==> src/rtl/alu_op_sequencer_if.sv <==
// Request/response handshake bundle for alu_op_sequencer.
// master = requester side, slave = sequencer side.
interface alu_op_sequencer_if #(
    parameter int unsigned WIDTH = 32
);
    logic             in_valid;
    logic             in_ready;
    logic [5:0]       in_funct;
    logic [WIDTH-1:0] in_a;
    logic [WIDTH-1:0] in_b;

    logic             out_valid;
    logic             out_ready;
    logic [WIDTH-1:0] out_result;
    logic [WIDTH-1:0] out_hi;
    logic             out_zero;
    logic             out_ovf;
    logic             out_err;

    modport master (
        output in_valid, in_funct, in_a, in_b, out_ready,
        input  in_ready, out_valid, out_result, out_hi, out_zero, out_ovf, out_err
    );

    modport slave (
        input  in_valid, in_funct, in_a, in_b, out_ready,
        output in_ready, out_valid, out_result, out_hi, out_zero, out_ovf, out_err
    );
endinterface

==> src/rtl/alu_op_sequencer.sv <==
// Sequences R-type operations onto an external 32-bit ripple ALU, including the
// two-pass slt and the 32-iteration shift-add multu.
module alu_op_sequencer #(
    parameter int unsigned WIDTH     = 32,
    parameter int unsigned MUL_ITERS = 32
) (
    input  logic             clk,
    input  logic             rst,
    alu_op_sequencer_if.slave bus,
    output logic [WIDTH-1:0] alu_a,
    output logic [WIDTH-1:0] alu_b,
    output logic             alu_cin,
    output logic             alu_binv,
    output logic             alu_sel1,
    output logic             alu_sel0,
    output logic [WIDTH-1:0] alu_less,
    input  logic [WIDTH-1:0] alu_result,
    input  logic             alu_co
);

    localparam int unsigned CntW = $clog2(MUL_ITERS + 1);

    localparam logic [5:0] FnAdd   = 6'h20;
    localparam logic [5:0] FnAddu  = 6'h21;
    localparam logic [5:0] FnSub   = 6'h22;
    localparam logic [5:0] FnSubu  = 6'h23;
    localparam logic [5:0] FnAnd   = 6'h24;
    localparam logic [5:0] FnOr    = 6'h25;
    localparam logic [5:0] FnSlt   = 6'h2A;
    localparam logic [5:0] FnMultu = 6'h19;

    typedef enum logic [2:0] {StIdle, StExec, StSlt2, StMul, StDone} state_e;

    state_e            state;
    logic [5:0]        funct_q;
    logic [WIDTH-1:0]  a_q;
    logic [WIDTH-1:0]  b_q;
    logic [WIDTH-1:0]  hi_acc;
    logic [WIDTH-1:0]  lo_acc;
    logic [CntW-1:0]   count;
    logic              set_q;

    logic [WIDTH-1:0]  b_eff;
    logic              ovf_raw;
    logic              signed_arith;
    logic [WIDTH-1:0]  hi_next;
    logic [WIDTH-1:0]  lo_next;

    assign bus.in_ready = (state == StIdle);

    // ALU pins depend only on registered state, never on the request inputs.
    always_comb begin
        alu_a    = '0;
        alu_b    = '0;
        alu_cin  = 1'b0;
        alu_binv = 1'b0;
        alu_sel1 = 1'b0;
        alu_sel0 = 1'b0;
        alu_less = '0;
        unique case (state)
            StExec: begin
                alu_a = a_q;
                alu_b = b_q;
                case (funct_q)
                    FnAdd, FnAddu: alu_sel1 = 1'b1;
                    FnSub, FnSubu, FnSlt: begin
                        alu_sel1 = 1'b1;
                        alu_binv = 1'b1;
                        alu_cin  = 1'b1;
                    end
                    FnOr:    alu_sel0 = 1'b1;
                    default: ;
                endcase
            end
            StSlt2: begin
                alu_sel1 = 1'b1;
                alu_sel0 = 1'b1;
                alu_less = {{(WIDTH-1){1'b0}}, set_q};
            end
            StMul: begin
                alu_a    = hi_acc;
                alu_b    = b_q;
                alu_sel1 = 1'b1;
            end
            default: ;
        endcase
    end

    assign b_eff        = alu_binv ? ~alu_b : alu_b;
    assign ovf_raw      = (a_q[WIDTH-1] == b_eff[WIDTH-1]) &&
                          (alu_result[WIDTH-1] != a_q[WIDTH-1]);
    assign signed_arith = (funct_q == FnAdd) || (funct_q == FnSub);

    // One shift-add step: add multiplicand into the high half when lo bit 0 is set.
    always_comb begin
        if (lo_acc[0]) begin
            hi_next = {alu_co, alu_result[WIDTH-1:1]};
            lo_next = {alu_result[0], lo_acc[WIDTH-1:1]};
        end else begin
            hi_next = {1'b0, hi_acc[WIDTH-1:1]};
            lo_next = {hi_acc[0], lo_acc[WIDTH-1:1]};
        end
    end

    always_ff @(posedge clk or posedge rst) begin
        if (rst) begin
            state          <= StIdle;
            funct_q        <= '0;
            a_q            <= '0;
            b_q            <= '0;
            hi_acc         <= '0;
            lo_acc         <= '0;
            count          <= '0;
            set_q          <= 1'b0;
            bus.out_valid  <= 1'b0;
            bus.out_result <= '0;
            bus.out_hi     <= '0;
            bus.out_zero   <= 1'b0;
            bus.out_ovf    <= 1'b0;
            bus.out_err    <= 1'b0;
        end else begin
            unique case (state)
                StIdle: begin
                    if (bus.in_valid) begin
                        funct_q <= bus.in_funct;
                        a_q     <= bus.in_a;
                        b_q     <= bus.in_b;
                        hi_acc  <= '0;
                        lo_acc  <= bus.in_a;
                        count   <= '0;
                        case (bus.in_funct)
                            FnMultu: state <= StMul;
                            FnAdd, FnAddu, FnSub, FnSubu, FnAnd, FnOr, FnSlt: state <= StExec;
                            default: begin
                                state          <= StDone;
                                bus.out_valid  <= 1'b1;
                                bus.out_result <= '0;
                                bus.out_hi     <= '0;
                                bus.out_zero   <= 1'b1;
                                bus.out_ovf    <= 1'b0;
                                bus.out_err    <= 1'b1;
                            end
                        endcase
                    end
                end
                StExec: begin
                    if (funct_q == FnSlt) begin
                        set_q <= alu_result[WIDTH-1] ^ ovf_raw;
                        state <= StSlt2;
                    end else begin
                        state          <= StDone;
                        bus.out_valid  <= 1'b1;
                        bus.out_result <= alu_result;
                        bus.out_hi     <= '0;
                        bus.out_zero   <= (alu_result == '0);
                        bus.out_ovf    <= signed_arith & ovf_raw;
                        bus.out_err    <= 1'b0;
                    end
                end
                StSlt2: begin
                    state          <= StDone;
                    bus.out_valid  <= 1'b1;
                    bus.out_result <= alu_result;
                    bus.out_hi     <= '0;
                    bus.out_zero   <= (alu_result == '0);
                    bus.out_ovf    <= 1'b0;
                    bus.out_err    <= 1'b0;
                end
                StMul: begin
                    hi_acc <= hi_next;
                    lo_acc <= lo_next;
                    count  <= count + 1'b1;
                    if (count == CntW'(MUL_ITERS - 1)) begin
                        state          <= StDone;
                        bus.out_valid  <= 1'b1;
                        bus.out_result <= lo_next;
                        bus.out_hi     <= hi_next;
                        bus.out_zero   <= (lo_next == '0);
                        bus.out_ovf    <= 1'b0;
                        bus.out_err    <= 1'b0;
                    end
                end
                StDone: begin
                    if (bus.out_ready) begin
                        bus.out_valid <= 1'b0;
                        state         <= StIdle;
                    end
                end
                default: state <= StIdle;
            endcase
        end
    end

endmodule

==> src/flat_wrapper.sv <==
// flat-port wrapper written by rule: the top's interface ports become plain ports
module alu_op_sequencer_flat 
#(
    parameter int unsigned WIDTH     = 32,
    parameter int unsigned MUL_ITERS = 32
)
  (clk, rst, alu_a, alu_b, alu_cin, alu_binv, alu_sel1, alu_sel0, alu_less, alu_result, alu_co, bus_in_valid, bus_in_funct, bus_in_a, bus_in_b, bus_out_ready, bus_in_ready, bus_out_valid, bus_out_result, bus_out_hi, bus_out_zero, bus_out_ovf, bus_out_err);
  alu_op_sequencer_if #(.WIDTH(WIDTH)) bus_i ();
  input  logic clk;
  input  logic rst;
  output logic [WIDTH-1:0] alu_a;
  output logic [WIDTH-1:0] alu_b;
  output logic alu_cin;
  output logic alu_binv;
  output logic alu_sel1;
  output logic alu_sel0;
  output logic [WIDTH-1:0] alu_less;
  input  logic [WIDTH-1:0] alu_result;
  input  logic alu_co;
  input wire logic [$bits(bus_i.in_valid)-1:0] bus_in_valid;
  input wire logic [$bits(bus_i.in_funct)-1:0] bus_in_funct;
  input wire logic [$bits(bus_i.in_a)-1:0] bus_in_a;
  input wire logic [$bits(bus_i.in_b)-1:0] bus_in_b;
  input wire logic [$bits(bus_i.out_ready)-1:0] bus_out_ready;
  output wire logic [$bits(bus_i.in_ready)-1:0] bus_in_ready;
  output wire logic [$bits(bus_i.out_valid)-1:0] bus_out_valid;
  output wire logic [$bits(bus_i.out_result)-1:0] bus_out_result;
  output wire logic [$bits(bus_i.out_hi)-1:0] bus_out_hi;
  output wire logic [$bits(bus_i.out_zero)-1:0] bus_out_zero;
  output wire logic [$bits(bus_i.out_ovf)-1:0] bus_out_ovf;
  output wire logic [$bits(bus_i.out_err)-1:0] bus_out_err;
  assign bus_i.in_valid = bus_in_valid;
  assign bus_i.in_funct = bus_in_funct;
  assign bus_i.in_a = bus_in_a;
  assign bus_i.in_b = bus_in_b;
  assign bus_i.out_ready = bus_out_ready;
  assign bus_in_ready = bus_i.in_ready;
  assign bus_out_valid = bus_i.out_valid;
  assign bus_out_result = bus_i.out_result;
  assign bus_out_hi = bus_i.out_hi;
  assign bus_out_zero = bus_i.out_zero;
  assign bus_out_ovf = bus_i.out_ovf;
  assign bus_out_err = bus_i.out_err;
  alu_op_sequencer #(.WIDTH(WIDTH), .MUL_ITERS(MUL_ITERS)) u_core (.clk(clk), .rst(rst), .bus(bus_i), .alu_a(alu_a), .alu_b(alu_b), .alu_cin(alu_cin), .alu_binv(alu_binv), .alu_sel1(alu_sel1), .alu_sel0(alu_sel0), .alu_less(alu_less), .alu_result(alu_result), .alu_co(alu_co));
endmodule
==> config.mk <==
export PLATFORM = sky130hd
export DESIGN_NAME = alu_op_sequencer_flat
export DESIGN_NICKNAME = d
export VERILOG_FILES = /design/src/rtl/alu_op_sequencer_if.sv /design/src/rtl/alu_op_sequencer.sv /design/src/flat_wrapper.sv
export SDC_FILE = /design/constraint.sdc
export NUM_CORES = 1
export LEC_CHECK = 0
export CAP_MARGIN = 20
export CORE_UTILIZATION = 37
export DETAILED_ROUTE_END_ITERATION = 16
export SYNTH_ARGS = -nofsm -noshare
export SYNTH_HDL_FRONTEND = slang
export SYNTH_SLANG_ARGS = --single-unit
export TNS_END_PERCENT = 100
==> constraint.sdc <==
create_clock -name clk -period 19.9 [get_ports clk]
set_input_delay 4.975 -clock clk [delete_from_list [all_inputs] [get_ports clk]]
set_output_delay 4.975 -clock clk [all_outputs]
set_load 0.03 [all_outputs]
Word-level counts from Yosys, hierarchy flattened --
Cells that the tools add are included.
Storage, ports and cells: flip-flop bits (word level) 212, input port bits 107, output and inout port bits 169, word-level logic and storage cells 112
Operators by class: add/sub/neg operators 1, eq/ne operators 26, multiplexer cells 48, bitwise operators 3, reductions and logical operators 20
Operator list (count):
- $mux W32 | 12
- $pmux W32 S4 | 2
- $pmux W32 S2 | 3
- $eq A6 B6 Y1 const B | 13
- $logic_not A32 Y1 | 2
- $not A32 Y32 | 1
- $mux W1 | 17
- $pmux W3 S5 | 1
- $eq A6 B5 Y1 const B | 2
- $mux W3 | 4
- $pmux W1 S4 | 3
- $pmux W6 S2 | 1
- $ne A2 B2 Y1 const B | 4
- $reduce_or A8 Y1 | 1
- $reduce_or A7 Y1 | 1
- $add A6 B1 Y6 const B | 1
- $eq A3 B2 Y1 const B | 2
- $mux W6 | 1
- $pmux W3 S2 | 1
- $reduce_and A2 Y1 | 3
- $reduce_and A6 Y1 | 1
- $pmux W1 S5 | 1
- $reduce_and A5 Y1 | 1
- $reduce_bool A5 Y1 | 1
- 17 further kinds | 19

Depth between registers and ports, before layout --
word-level depth 10, depth in mapped cells 9, mapped depth without buffers 6

Worst setup path after synthesis --
OpenSTA, ideal clock, no wires.
kind register to output, from register u_core.state[1], to output port alu_cin, arrival time 1.760 ns, setup slack 13.165 ns, stages on the path, launching flop included 5, buffers on the path 1, cells stage by stage dfrtp_1 or3b_4 a2111oi_2 and2_1 buf_4
On the way: longest elaborated chain between the ends 2
RTL lines:
- start: declaration | RTL line alu_op_sequencer.sv:34 | state_e state;
- start signal: assignment | RTL line alu_op_sequencer.sv:107 | state <= StIdle;
- start signal: assignment | RTL line alu_op_sequencer.sv:132 | FnMultu: state <= StMul;
- start signal: assignment | RTL line alu_op_sequencer.sv:133 | FnAdd, FnAddu, FnSub, FnSubu, FnAnd, FnOr, FnSlt: state <= StExec;
- $eq A3 B1 Y1
- $mux W1
- end: declaration | RTL line flat_wrapper.sv:13 | output logic alu_cin;
Every way passes these cells.

Worst setup path after layout --
from register u_core.state[2], to output port alu_sel1
On the way: longest elaborated chain between the ends 3, elaborated cells between the ends (all ways) 5, classes of those cells eq/ne (3); mux (1); reduce/logical (1)
RTL lines:
- $eq A3 B2 Y1 | RTL line alu_op_sequencer.sv:60 | unique case (state)
- $reduce_or A2 Y1 (no source line)
- $pmux W1 S2 (*) | RTL line alu_op_sequencer.sv:60
- end: declaration | RTL line flat_wrapper.sv:15 | output logic alu_sel1;
Every way passes the cells marked *; elsewhere a longest branch is shown, timed or not.

==> out/results.ini <==
[outcome]
outcome=completed

[die]
fp.dieH_um=167
rows=60
start_util=0.376
die_w_um=167
core_area_um2=26900
io_pins=276
dieArea_um2=28000

[cells_and_area]
layout-drive-gt1-share=0.103
nNetsFinal=1358
area_growth_pct=34.1
fillers=2496
multi_input_area_um2=4410
ff_latch_area_um2=5310
postLayoutCellArea_um2=13600
n_antenna_cell=0

[timing]
skew_ns=0.00870
period_needed_ns=8.14
hold_viol_final=0
slew_violations=0
slew_headroom=0.248
setup_viol=0
fin_setup_tns_ns=0
max_freq_mhz=123
rsz0062_at_grt=false
worstMarginPinSlew_ns=1.13
min_period_over_period=0.409

[worst_setup_path]
cp_max_fo=35
crit_path_start_kind=flop
path_cells=nand2b_2, nor3_1, nand2_1, o21ai_0, clkdlybuf4s50_1
crit_required_ns=14.93
rr_worst_depth=7
worst_ep_arrival_time_ns=3.16
slowest_delay_ns=0.75
reg2reg_from=u_core.state[1]
setup.worst_path.start=u_core.state[2]
r2r_setup_slack_ns=15.85
r2r-end=u_core.bus.out_hi[13]
end_kind=primary output
endpoint=alu_sel1
crit_type=reg -> out
critPathSlowestCell=nand2b_2

[clock_tree]
cts.sinks=212
cts_tree=yes
clk_pin_slew_ns=0.06
post_cts_buffers=0
cts-resized-gates=0
insertion_delay_ns=0.51
cts_hold_buf=0
root_buffer=clkbuf_16
numCtsBuffers=24
htree_levels=1
cts_buffer_depth=3

[placement]
port_buffers=244
dp_hpwl_mm=19.6
routabilityCongestion=0.769
place_area_um2=12700

[synthesis]
async_flop_share=1.00
synthCells=1030
netlist_area_um2=10100
yosys_register_bits=212
yosysSeqAreaShare=0.525
avgSynthCellArea_um2=9.81
synth-edff-count=0
synth_top_flop_cell=dfrtp_1
ys_types=50
ys.warnings.count=0

[route]
wl_per_cell_um=18.3
via_count=8028
dr.pass1.iters=5
route.detailed.drc=0
drt_iter0_drc=357
ant_nets=0
drt-total-wl_mm=29.4
routed_via_density=4.99

[grt]
antenna_found_initial=1
grt_pass1_wl_mm=46.9
grt_pass1_vias=8166
gr-total-overflow=0
grt_max_degree=84
grt_use_total=0.212

[power]
irDropWorstVdd_uv=50.5
p_per_area_nw_per_um2=92.7
leakagePower_nw=6.55

[min_path]
min_path_type=reg -> reg
hp-start=u_core.b_q[9]

[run]
maxCapViolations=0

==> sequential cells by signal, summed over array words and instances (netlist names) <==
signal	count
u_core.a_q	32
u_core.b_q	32
u_core.bus.out_err	1
u_core.bus.out_hi	32
u_core.bus.out_ovf	1
u_core.bus.out_result	32
u_core.bus.out_valid	1
u_core.bus.out_zero	1
u_core.count	6
u_core.funct_q	6
u_core.hi_acc	32
u_core.lo_acc	32
u_core.set_q	1
u_core.state	3
==> layout make-up <==
type,instances,area share
clock buffers,35,0.0519
clock inverters,9,0.00942
inverters,6,0.00222
multi-input cells,751,0.326
flip-flops and latches,212,0.392
well taps,341,0.0315
repair buffers,255,0.188
==> cells in the mapped netlist, types with 2 or more instances <==
master / count / area share
a21o_1: 33 / 0.025
nor2_1: 83 / 0.031
a31oi_1: 12 / 0.0074
nor4b_1: 4 / 0.0035
and3_1: 2 / 0.0012
buf_4: 36 / 0.027
nor4_1: 15 / 0.0093
nand2b_1: 4 / 0.0025
buf_1: 10 / 0.0037
dfrtp_1: 212 / 0.53
nand3_1: 23 / 0.011
and2_1: 33 / 0.020
inv_1: 6 / 0.0022
a22o_1: 11 / 0.0095
mux2i_1: 66 / 0.065
mux2_4: 16 / 0.024
mux2_2: 50 / 0.056
nor3_1: 4 / 0.0020
buf_2: 6 / 0.0030
buf_6: 2 / 0.0022
or3b_4: 2 / 0.0022
nand3b_1: 2 / 0.0015
o21ai_0: 13 / 0.0064
nor2b_1: 4 / 0.0025
a21boi_0: 2 / 0.0015
nand2_1: 310 / 0.12
nand4_1: 8 / 0.0050
a21oi_1: 4 / 0.0020
clkbuf_1: 36 / 0.013
==> per-layer routing <==
metal / vias up / global-route usage / share of wire / wire length [um]
li1: 3823 / - / - / -
met1: 3903 / 0.296 / 0.47 / 13700
met2: 250 / 0.342 / 0.46 / 13400
met3: 50 / 0.0331 / 0.055 / 1610
met4: 2 / 0.0574 / 0.021 / 624
met5: - / 0 / 0.00044 / 13
==> worst min path at each step <==
stage                     cells past startpoint        endpoint
after global placement                        2   u_core.b_q[0]
after global routing                          2  u_core.b_q[17]
final                                         2   u_core.b_q[9]
after floorplan                               2   u_core.b_q[0]
after CTS                                     2   u_core.b_q[9]
after detailed placement                      2   u_core.b_q[2]
==> cells in the final DEF, fill, tap and decap left out, types with 5 or more instances in the layout <==
cell type and count:
a21o_1 33, a22o_1 11, a31oi_1 12, and2_1 33, buf_4 10, clkbuf_1 6
clkbuf_16 25, clkdlybuf4s50_1 244, conb_1 31, dfrtp_1 210, inv_1 5, mux2_2 50
mux2_4 16, mux2i_1 66, nand2_1 309, nand3_1 23, nand4_1 8, nor2_1 82
nor4_1 15, o21ai_0 13
==> logic make-up (layout without fill, tap and decap cells) <==
logic type,after synthesis,in the layout,synth area share
xor gates and xnor gates,1,1,0.000867
AOI/OAI and AO/OA,85,85,0.0608
DFF,212,212,0.525
buffers and inverters,97,305,0.0527
adders and majority gates,2,2,0.00223
other,1,31,0.000371
muxes,132,132,0.145
and+or+nand+nor,500,500,0.213
==> report_power, final <==
| part | switching (mW) | internal [mW] | total (mW) |
|---|---|---|---|
| clock | 0.180 | 0.284 | 0.464 |
| combinational | 0.133 | 0.101 | 0.233 |
| sequential | 0.0604 | 0.498 | 0.558 |
| total | 0.374 | 0.882 | 1.26 |
==> metrics by stage <==
stage | total power [mW] | utilization | setup WS (ns) | cells | hold WS, ns
2_1_floorplan | 0.714 | - | 9.13 | 1060 | 0.437
3_3_place_gp | 0.796 | 0.472 | 11.73 | 1564 | 0.449
3_5_place_dp | 0.801 | 0.472 | 11.65 | 1564 | 0.454
4_1_cts | 1.27 | 0.503 | 11.72 | 1608 | 0.469
5_1_grt | 1.32 | 0.504 | 11.58 | 1609 | 0.481
6_report | 1.26 | 0.504 | 11.76 | 1609 | 0.463
==> critical path, delay by kind of cell (launching register included) <==
family | cells | cell delay, ns
buffers and inverters | 1 | 0.73
DFF | 1 | 0.56
and+or+nand+nor | 3 | 1.27
AOI/OAI and AO/OA | 1 | 0.08
Power figures use the tool's default switching activity.
